==> src/rtl/seq1101_tx_pkg.sv <==
// seq_pkg: shared tracker state codes, the target pattern and the tracker next-state rule
package seq_pkg;

    typedef enum logic [2:0] {
        S0 = 3'b000,
        S1 = 3'b001,
        S2 = 3'b011,
        S3 = 3'b010,
        S4 = 3'b110
    } trk_state_t;

    localparam logic [3:0] PATTERN = 4'b1101;
    localparam int         PAT_LEN = 4;

    // Overlapping 1101 matcher; any unknown code falls back to S0
    function automatic trk_state_t trk_next(input trk_state_t s, input logic b);
        case (s)
            S0:      return (b == PATTERN[3]) ? S1 : S0;
            S1:      return (b == PATTERN[2]) ? S2 : S0;
            S2:      return (b == PATTERN[1]) ? S3 : S2;
            S3:      return (b == PATTERN[0]) ? S4 : S0;
            S4:      return b ? S2 : S0;
            default: return S0;
        endcase
    endfunction

endpackage

==> src/rtl/seq1101_tx_tracker.sv <==
// seq_tracker: Moore FSM flagging a completed 1101 on the observed bit stream
module seq_tracker
    import seq_pkg::*;
(
    input  logic clk,
    input  logic reset,
    input  logic bit_in,
    output logic hit
);

    trk_state_t r_state;
    logic       r_hit;
    trk_state_t w_next;

    assign w_next = trk_next(r_state, bit_in);
    assign hit    = r_hit;

    // Advance on every clock; hit is registered alongside the state it decodes
    always_ff @(posedge clk or negedge reset) begin
        if (!reset) begin
            r_state <= S0;
            r_hit   <= 1'b0;
        end else begin
            r_state <= w_next;
            r_hit   <= (w_next == S4);
        end
    end

endmodule

==> src/rtl/seq1101_tx.sv <==
// seq1101_tx: MSB-first serialiser with word repeat and an on-board 1101 occurrence counter
module seq1101_tx
    import seq_pkg::*;
#(
    parameter int WIDTH = 8,
    parameter int CNT_W = 8
) (
    input  logic             clk,
    input  logic             reset,
    input  logic             load_valid,
    output logic             load_ready,
    input  logic [WIDTH-1:0] load_data,
    input  logic             repeat_en,
    input  logic             cnt_clr,
    output logic             tx_bit,
    output logic             tx_valid,
    output logic             pat_hit,
    output logic [CNT_W-1:0] pat_cnt
);

    localparam int              BC_W = $clog2(WIDTH);
    localparam logic [BC_W-1:0] LAST = BC_W'(WIDTH - 1);

    logic [WIDTH-1:0] r_shift;
    logic [WIDTH-1:0] r_saved;
    logic [BC_W-1:0]  r_bit_cnt;
    logic             r_valid;
    logic [CNT_W-1:0] r_cnt;
    logic             w_last;
    logic             w_take;
    logic             w_hit;

    assign w_last     = (r_bit_cnt == LAST);
    assign load_ready = ~r_valid | w_last;
    assign w_take     = load_valid & load_ready;
    assign tx_valid   = r_valid;
    assign tx_bit     = r_valid & r_shift[WIDTH-1];
    assign pat_hit    = w_hit;
    assign pat_cnt    = r_cnt;

    // Word sequencing: a new load wins at the boundary, then repeat, else go idle
    always_ff @(posedge clk or negedge reset) begin
        if (!reset) begin
            r_shift   <= '0;
            r_saved   <= '0;
            r_bit_cnt <= '0;
            r_valid   <= 1'b0;
        end else if (w_take) begin
            r_shift   <= load_data;
            r_saved   <= load_data;
            r_bit_cnt <= '0;
            r_valid   <= 1'b1;
        end else if (r_valid && w_last) begin
            r_shift   <= repeat_en ? r_saved : '0;
            r_bit_cnt <= '0;
            r_valid   <= repeat_en;
        end else if (r_valid) begin
            r_shift   <= {r_shift[WIDTH-2:0], 1'b0};
            r_bit_cnt <= r_bit_cnt + 1'b1;
        end
    end

    // Tracker sees tx_bit every cycle, idle zeros included, exactly like the detector
    seq_tracker u_trk (
        .clk    (clk),
        .reset  (reset),
        .bit_in (tx_bit),
        .hit    (w_hit)
    );

    // Saturating hit counter; clear beats increment
    always_ff @(posedge clk or negedge reset) begin
        if (!reset)
            r_cnt <= '0;
        else if (cnt_clr)
            r_cnt <= '0;
        else if (w_hit && !(&r_cnt))
            r_cnt <= r_cnt + 1'b1;
    end

endmodule

==> config.mk <==
export PLATFORM = sky130hd
export DESIGN_NAME = seq1101_tx
export DESIGN_NICKNAME = d
export VERILOG_FILES = /design/src/rtl/seq1101_tx_pkg.sv /design/src/rtl/seq1101_tx_tracker.sv /design/src/rtl/seq1101_tx.sv
export SDC_FILE = /design/constraint.sdc
export NUM_CORES = 1
export LEC_CHECK = 0
export CAP_MARGIN = 40
export CORE_MARGIN = 4
export CORE_UTILIZATION = 57
export CTS_CLUSTER_SIZE = 40
export DETAILED_ROUTE_END_ITERATION = 6
export PLACE_DENSITY = 0.83
export SLEW_MARGIN = 20
export SYNTH_ARGS = -nofsm -noshare
export SYNTH_HDL_FRONTEND = slang
export SYNTH_HIERARCHICAL = 1
export SYNTH_SLANG_ARGS = --single-unit
==> constraint.sdc <==
create_clock -name clk -period 2.9 [get_ports clk]
set_input_delay 0.435 -clock clk [delete_from_list [all_inputs] [get_ports clk]]
set_output_delay 0.435 -clock clk [all_outputs]
set_load 0.03 [all_outputs]
==> metrics.md, run 1 <==
| Metric | Value |
|---|---|
| Total number of vias | `1,398` |
| Power density normalized to cell area | `824.2 nW/um^2` |
| Unrepaired setup endpoints after global routing | `no` |
| Count of pins on the block boundary | `25` |
| Crit path max fanout | `10` |
| Setup-failing EPs final | `0` |
| Max-capacitance violation count | `0` |
| Final weighted congestion of routability-driven global placement | `0.8312` |
| Number of buffers inserted for hold repair after clock tree synthesis | `0` |
| Cell Area, Synth | `1679 um^2` |
| FF+latch count, synth | `32` |
| Core Box Area | `2781 um^2` |
| Worst path most repeated cell | `sky130_fd_sc_hd__ha_1` |
| Delay of the slowest cell on the worst path | `0.75 ns` |
| Dpl hpwl | `2464 um` |
| Number of buffers inserted to repair setup after CTS | `0` |
| Nets | `197` |
| Fillers | `205` |
| Setup tns final | `0 ns` |
| Worst path arrival time | `2.25 ns` |
| Number of DRC markers in iteration 0 | `138` |
| Top FF cell, synth | `sky130_fd_sc_hd__dfrtp_1` |
| Number of levels the H-tree was split into | `2` |
| Slew Limit Headroom | `57.96%` |
| Share of flip-flops with an asynchronous set or reset | `100.0%` |
| Leakage dissipation | `0.0008416 uW` |
| Crit path required time | `2.47 ns` |
| Number of optimization iterations in the first detailed-route pass | `4` |
| DRT antenna net count | `0` |
| Min Tclk post-route | `2.685 ns` |
| Final period util | `92.58%` |
| EDFF count, synth | `0` |
| Average cell area after synthesis | `10.83 um^2` |
| Startpoint type of the worst setup path | `register` |
| Routed WL per cell | `16.38 um` |
| Number of rows created at floorplan | `19` |
| Effective utilization at floorplan | `60.37%` |
| Class of the most critical setup path | `reg2out` |
| CTS-repair resized insts | `0` |
| Post-synthesis net count | `171` |
| Post-layout total power | `1650 uW` |
| Share of final-layout standard cells stronger than drive strength 1 | `13.81%` |
| Largest net degree at the start of global routing | `33` |
| Die span in y | `62.28 um` |
| Critical path cell sequence | `ha_1 -> ha_1 -> nand2b_1 -> clkdlybuf4s50_1` |
| Via-to-Cell Ratio | `6.594` |
| Final Hold Viols | `0` |
| Worst Max-Slew Pin Slew | `0.6286 ns` |
| Nature of the critical path endpoint | `output port` |
| Launching instance or port of the critical path | `r_bit_cnt[0]` |
| Final slew viol count | `0` |
| Status | `finished clean` |
| Worst IR Drop VDD | `690.7 uV` |
| Vias in the first global route | `1,324` |
| Global route total overflow | `0` |
| Clock skew after layout | `0.005995 ns` |
| TritonCTS clock tree | `done` |
| Clock tree buffer depth | `2` |
| Count of inserted antenna diode cells | `0` |
| Number of input and output port buffers inserted | `24` |
| Terminus of the critical flop-to-flop path | `r_saved[2]` |
| Depth of the worst register-to-register path | `5` |
| Horiz. Die Dim | `62.28 um` |
| Count of distinct cell types in the synthesized netlist | `37` |
| First-pass GRT wire length | `5940 um` |
| Highest-count cells in the layout ignoring fill and taps | `sky130_fd_sc_hd__dfrtp_1 (32), sky130_fd_sc_hd__clkdlybuf4s50_1 (24), sky130_fd_sc_hd__a211oi_1 (23)` |
| Clk slew on worst S/H paths | `0.10 ns` |
| Tightest Hold Check Type | `in2async` |
| Count of warnings emitted by yosys | `6` |
| Cell count after synthesis | `155` |
| Reg2reg setup slack | `0.92 ns` |
| CP max stage cell | `sky130_fd_sc_hd__clkdlybuf4s50_1` |
| Post-synthesis sequential area ratio | `47.69%` |
| Achievable clock frequency | `0.3725 GHz` |
| Total Die Area | `3878 um^2` |
| Cts bufs inserted | `5` |
| Most frequent standard cell in the layout excluding fill and tap cells | `sky130_fd_sc_hd__dfrtp_1` |
| Root Buffer | `sky130_fd_sc_hd__clkbuf_4` |
| Sink count of the clock tree | `32` |
| Total length of routed wires | `3472 um` |
| Startpoint of the worst-slack reg-to-reg timing path | `r_bit_cnt[0]` |
| Number of DRC violations after detailed routing | `0` |
| Timing endpoint of the critical path | `load_ready` |
| Latest clock arrival within the worst-skew pair | `0.33 ns` |
| Area grow syn2layout | `19.23%` |
| Initial antenna violation count | `0` |
| Total track usage | `18.78%` |
[layout make-up]
| class | count | area, um^2 | share of cell area [%] |
|---|---|---|---|
| well taps | 31 | 38.79 | 1.938 |
| repair buffers | 27 | 262.8 | 13.13 |
| flip-flops and latches | 32 | 800.8 | 40.00 |
| inverters | 2 | 7.507 | 0.3750 |
| multi-input cells | 113 | 827.0 | 41.31 |
| clock buffers | 7 | 65.06 | 3.250 |
[worst min path at each step]
stage	startpoint	end	slack, ns	depth (start not counted)
after floorplan	reset	pat_cnt[0]	0.14	0
after global placement	r_bit_cnt[1]	r_bit_cnt[1]	0.48	1
after detailed placement	r_bit_cnt[2]	r_bit_cnt[2]	0.49	1
after CTS	reset	pat_cnt[2]	0.51	2
after global routing	reset	pat_cnt[2]	0.52	2
final	reset	pat_cnt[2]	0.50	2
[flip-flops by register name, summed over array words and instances, names as in the netlist]
register and cells:
pat_cnt 8, r_bit_cnt 3, r_saved 8, r_shift 8, tx_valid 1, u_trk/hit 1, u_trk/r_state 3
[Yosys cell counts (2+ instances only)]
master                     count  area (um^2)
sky130_fd_sc_hd__ha_1          3        37.54
sky130_fd_sc_hd__nand2b_1      6        37.54
sky130_fd_sc_hd__o22ai_1       7        43.79
sky130_fd_sc_hd__nor3_1        3        15.01
sky130_fd_sc_hd__a32o_1        2        20.02
sky130_fd_sc_hd__clkbuf_1      2        7.510
sky130_fd_sc_hd__a211oi_1     23        172.7
sky130_fd_sc_hd__nand3_1       2        10.01
sky130_fd_sc_hd__a21oi_1       4        20.02
sky130_fd_sc_hd__o21ai_0       4        20.02
sky130_fd_sc_hd__dfrtp_1      32        800.8
sky130_fd_sc_hd__and3_1        8        50.05
sky130_fd_sc_hd__nor4bb_1      2        20.02
sky130_fd_sc_hd__nand4_1       3        18.77
sky130_fd_sc_hd__nand2_1       3        11.26
sky130_fd_sc_hd__buf_4         3        22.52
sky130_fd_sc_hd__nor2_1        5        18.77
sky130_fd_sc_hd__and2_1        2        12.51
sky130_fd_sc_hd__nor2b_1      12        75.07
sky130_fd_sc_hd__buf_2         2        10.01
sky130_fd_sc_hd__mux2_2       11        123.9
[critical path, delay by kind of cell (launching register included)]
family                   cells  cell delay [ns]
flip-flops                   1             0.37
AND/OR/NAND/NOR              1             0.39
adder cells (fa/ha/maj)      2             0.41
buffers and inverters        1             0.75
[layer usage]
layer  track usage [%]  wire length (um)  up-vias
met5                 0                 0        -
met3             6.486               235       10
met1             21.05              1401      680
met4             9.019                71        0
met2             31.61              1764       62
li1                  -                 -      646
[report_power, final]
part	leakage (uW)	switching, uW	internal [uW]
combinational	0.000407	286	324
sequential	0.000397	147	613
clock	0.0000374	143	137
[metrics by stage]
step	instance area, um^2	util (%)	setup slack, ns	hold slack (ns)	instances
2_1_floorplan	1679	-	1.129	0.1394	155
3_3_place_gp	1937	69.64	0.6321	0.4781	205
3_5_place_dp	1937	69.64	0.5999	0.4943	205
4_1_cts	2002	71.97	0.2227	0.5070	212
5_1_grt	2002	71.97	0.07689	0.5216	212
6_report	2002	71.97	0.2151	0.5046	212
[kinds of logic (layout without fill, tap and decap cells)]
group           count (synthesis)  count (layout)  share of synthesized area [%]
fa+ha+maj                       3               3                          2.236
buf+inv                        10              36                          3.055
xor+xnor                        1               1                         0.5217
compound gates                 45              45                          19.00
mux                            12              12                          7.973
flops                          32              32                          47.69
simple gates                   52              52                          19.52
Power figures use the tool's default switching activity.
==> inputs of run 2 (changes only) <==
RECOVER_POWER = 100   (was unset)
==> run 2 against run 1 <==
Core utilization is 0.31 points lower. Design area is 0.44% lower. Sequential power hardly changed. Clock power hardly changed. The flow now finishes with violations (max-capacitance violations, max-slew violations). Largest power group unchanged. Die area stayed put. Combinational power is 2% lower. Clock skew hardly changed. Non-clock buffer count stayed put.
==> metrics.md, run 2 (synthesis gave the netlist of run 1 again) <==
| Metric | Value |
|---|---|
| Highest-count cells in the layout ignoring fill and taps | `sky130_fd_sc_hd__dfrtp_1 (32), sky130_fd_sc_hd__a211oi_1 (23), sky130_fd_sc_hd__dlygate4sd3_1 (13)` |
| Final period util | `94.67%` |
| Nature of the critical path endpoint | `output port` |
| Setup tns final | `0 ns` |
| Power density normalized to cell area | `822.6 nW/um^2` |
| First-pass GRT wire length | `5940 um` |
| Global route total overflow | `0` |
| Largest net degree at the start of global routing | `33` |
| Crit path max fanout | `10` |
| # placed instances | `205` |
| Most frequent standard cell in the layout excluding fill and tap cells | `sky130_fd_sc_hd__dfrtp_1` |
| Post-route insts no fill | `212` |
| Total number of vias | `1,386` |
| Sink count of the clock tree | `32` |
| Area grow syn2layout | `18.70%` |
| Number of buffers inserted for hold repair after clock tree synthesis | `0` |
| Number of optimization iterations in the first detailed-route pass | `5` |
| Hold slack final | `0.5157 ns` |
| Count of inserted antenna diode cells | `0` |
| Core Box Area | `2781 um^2` |
| Class of the most critical setup path | `reg2out` |
| Total length of routed wires | `3463 um` |
| TritonCTS clock tree | `done` |
| Unrepaired setup endpoints after global routing | `no` |
| Clk slew on worst S/H paths | `0.10 ns` |
| Number of DRC violations after detailed routing | `0` |
| Final slew viol count | `33` |
| Number of DRC markers in iteration 0 | `138` |
| DRT antenna net count | `0` |
| Min Tclk post-route | `2.745 ns` |
| Final weighted congestion of routability-driven global placement | `0.8312` |
| Crit path required time | `2.47 ns` |
| Final critical-path setup slack | `0.1545 ns` |
| Cts bufs inserted | `5` |
| Number of buffers inserted to repair setup after CTS | `0` |
| Count of pins on the block boundary | `25` |
| Slew Limit Headroom | `-14.01%` |
| Worst Max-Slew Pin Slew | `1.710 ns` |
| Nets | `197` |
| Worst IR Drop VDD | `678.4 uV` |
| Leakage dissipation | `0.0008666 uW` |
| Via-to-Cell Ratio | `6.538` |
| Violations in the final reports | `max-capacitance violations, max-slew violations` |
| Effective utilization at floorplan | `60.37%` |
| Total track usage | `18.78%` |
| Achievable clock frequency | `0.3642 GHz` |
| Number of rows created at floorplan | `19` |
| Latest clock arrival within the worst-skew pair | `0.33 ns` |
| Total Die Area | `3878 um^2` |
| Clock skew after layout | `0.006170 ns` |
| Die span in y | `62.28 um` |
| Number of levels the H-tree was split into | `2` |
| Max-capacitance violation count | `1` |
| Clock tree buffer depth | `2` |
| Setup-failing EPs final | `0` |
| Final Hold Viols | `0` |
| Vias in the first global route | `1,324` |
| Root Buffer | `sky130_fd_sc_hd__clkbuf_4` |
| Routed WL per cell | `16.33 um` |
| Status | `finished, violations left` |
| Share of final-layout standard cells stronger than drive strength 1 | `12.15%` |
| Final core occ | `71.66%` |
| Tightest Hold Check Type | `reg2reg` |
| Horiz. Die Dim | `62.28 um` |
| Worst path arrival time | `2.31 ns` |
| Pre-CTS WS | `0.5999 ns` |
| Number of input and output port buffers inserted | `24` |
| Startpoint type of the worst setup path | `register` |
| Dpl hpwl | `2464 um` |
| CTS-repair resized insts | `0` |
| Initial antenna violation count | `0` |
run 2: worst max-delay path, cell delays in order, from the launching register on:
cell and delay (ns):
sky130_fd_sc_hd__dfrtp_1 0.40, sky130_fd_sc_hd__ha_1 0.20, sky130_fd_sc_hd__ha_1 0.25, sky130_fd_sc_hd__nand2b_1 0.34, sky130_fd_sc_hd__dlygate4sd3_1 0.78
run 2: metrics by stage:
stage               total power (uW)  instance area (um^2)
floorplan                       1198                  1679
global placement                1337                  1937
detailed placement              1376                  1937
CTS                             1658                  2002
global route                    1751                  1993
finish                          1640                  1993
run 2: final timing paths:
check | start | end | slack, ns | cells past startpoint
max | r_bit_cnt[0] | load_ready | 0.15 | 4
min | r_bit_cnt[0] | r_bit_cnt[0] | 0.52 | 1
max reg2reg | r_bit_cnt[0] | r_saved[2] | 0.82 | 5
min reg2reg | r_bit_cnt[0] | r_bit_cnt[0] | 0.52 | 1
max in group asynchronous | reset | pat_cnt[7] | 0.84 | 2
min in group asynchronous | reset | pat_cnt[2] | 1.08 | 2
run 2: routing by layer:
layer | global-route usage [%] | routed length (um)
met1 | 21.05 | 1420
met2 | 31.61 | 1721
met3 | 6.486 | 225
met4 | 9.019 | 96
met5 | 0 | 0
run 2: where the power goes:
part | internal (uW) | switching (uW) | leakage, uW
clock | 137 | 146 | 0.0000374
sequential | 613 | 148 | 0.000397
combinational | 312 | 284 | 0.000432
total | 1060 | 577 | 0.000867
run 2: area by class of cell:
class,count,area [um^2]
tap,31,38.79
fill,209,788.3
clock buffer,7,65.06
sequential,32,800.8
timing repair buffer,27,259.0
multi-input combinational,113,822.0
inverter,2,7.507
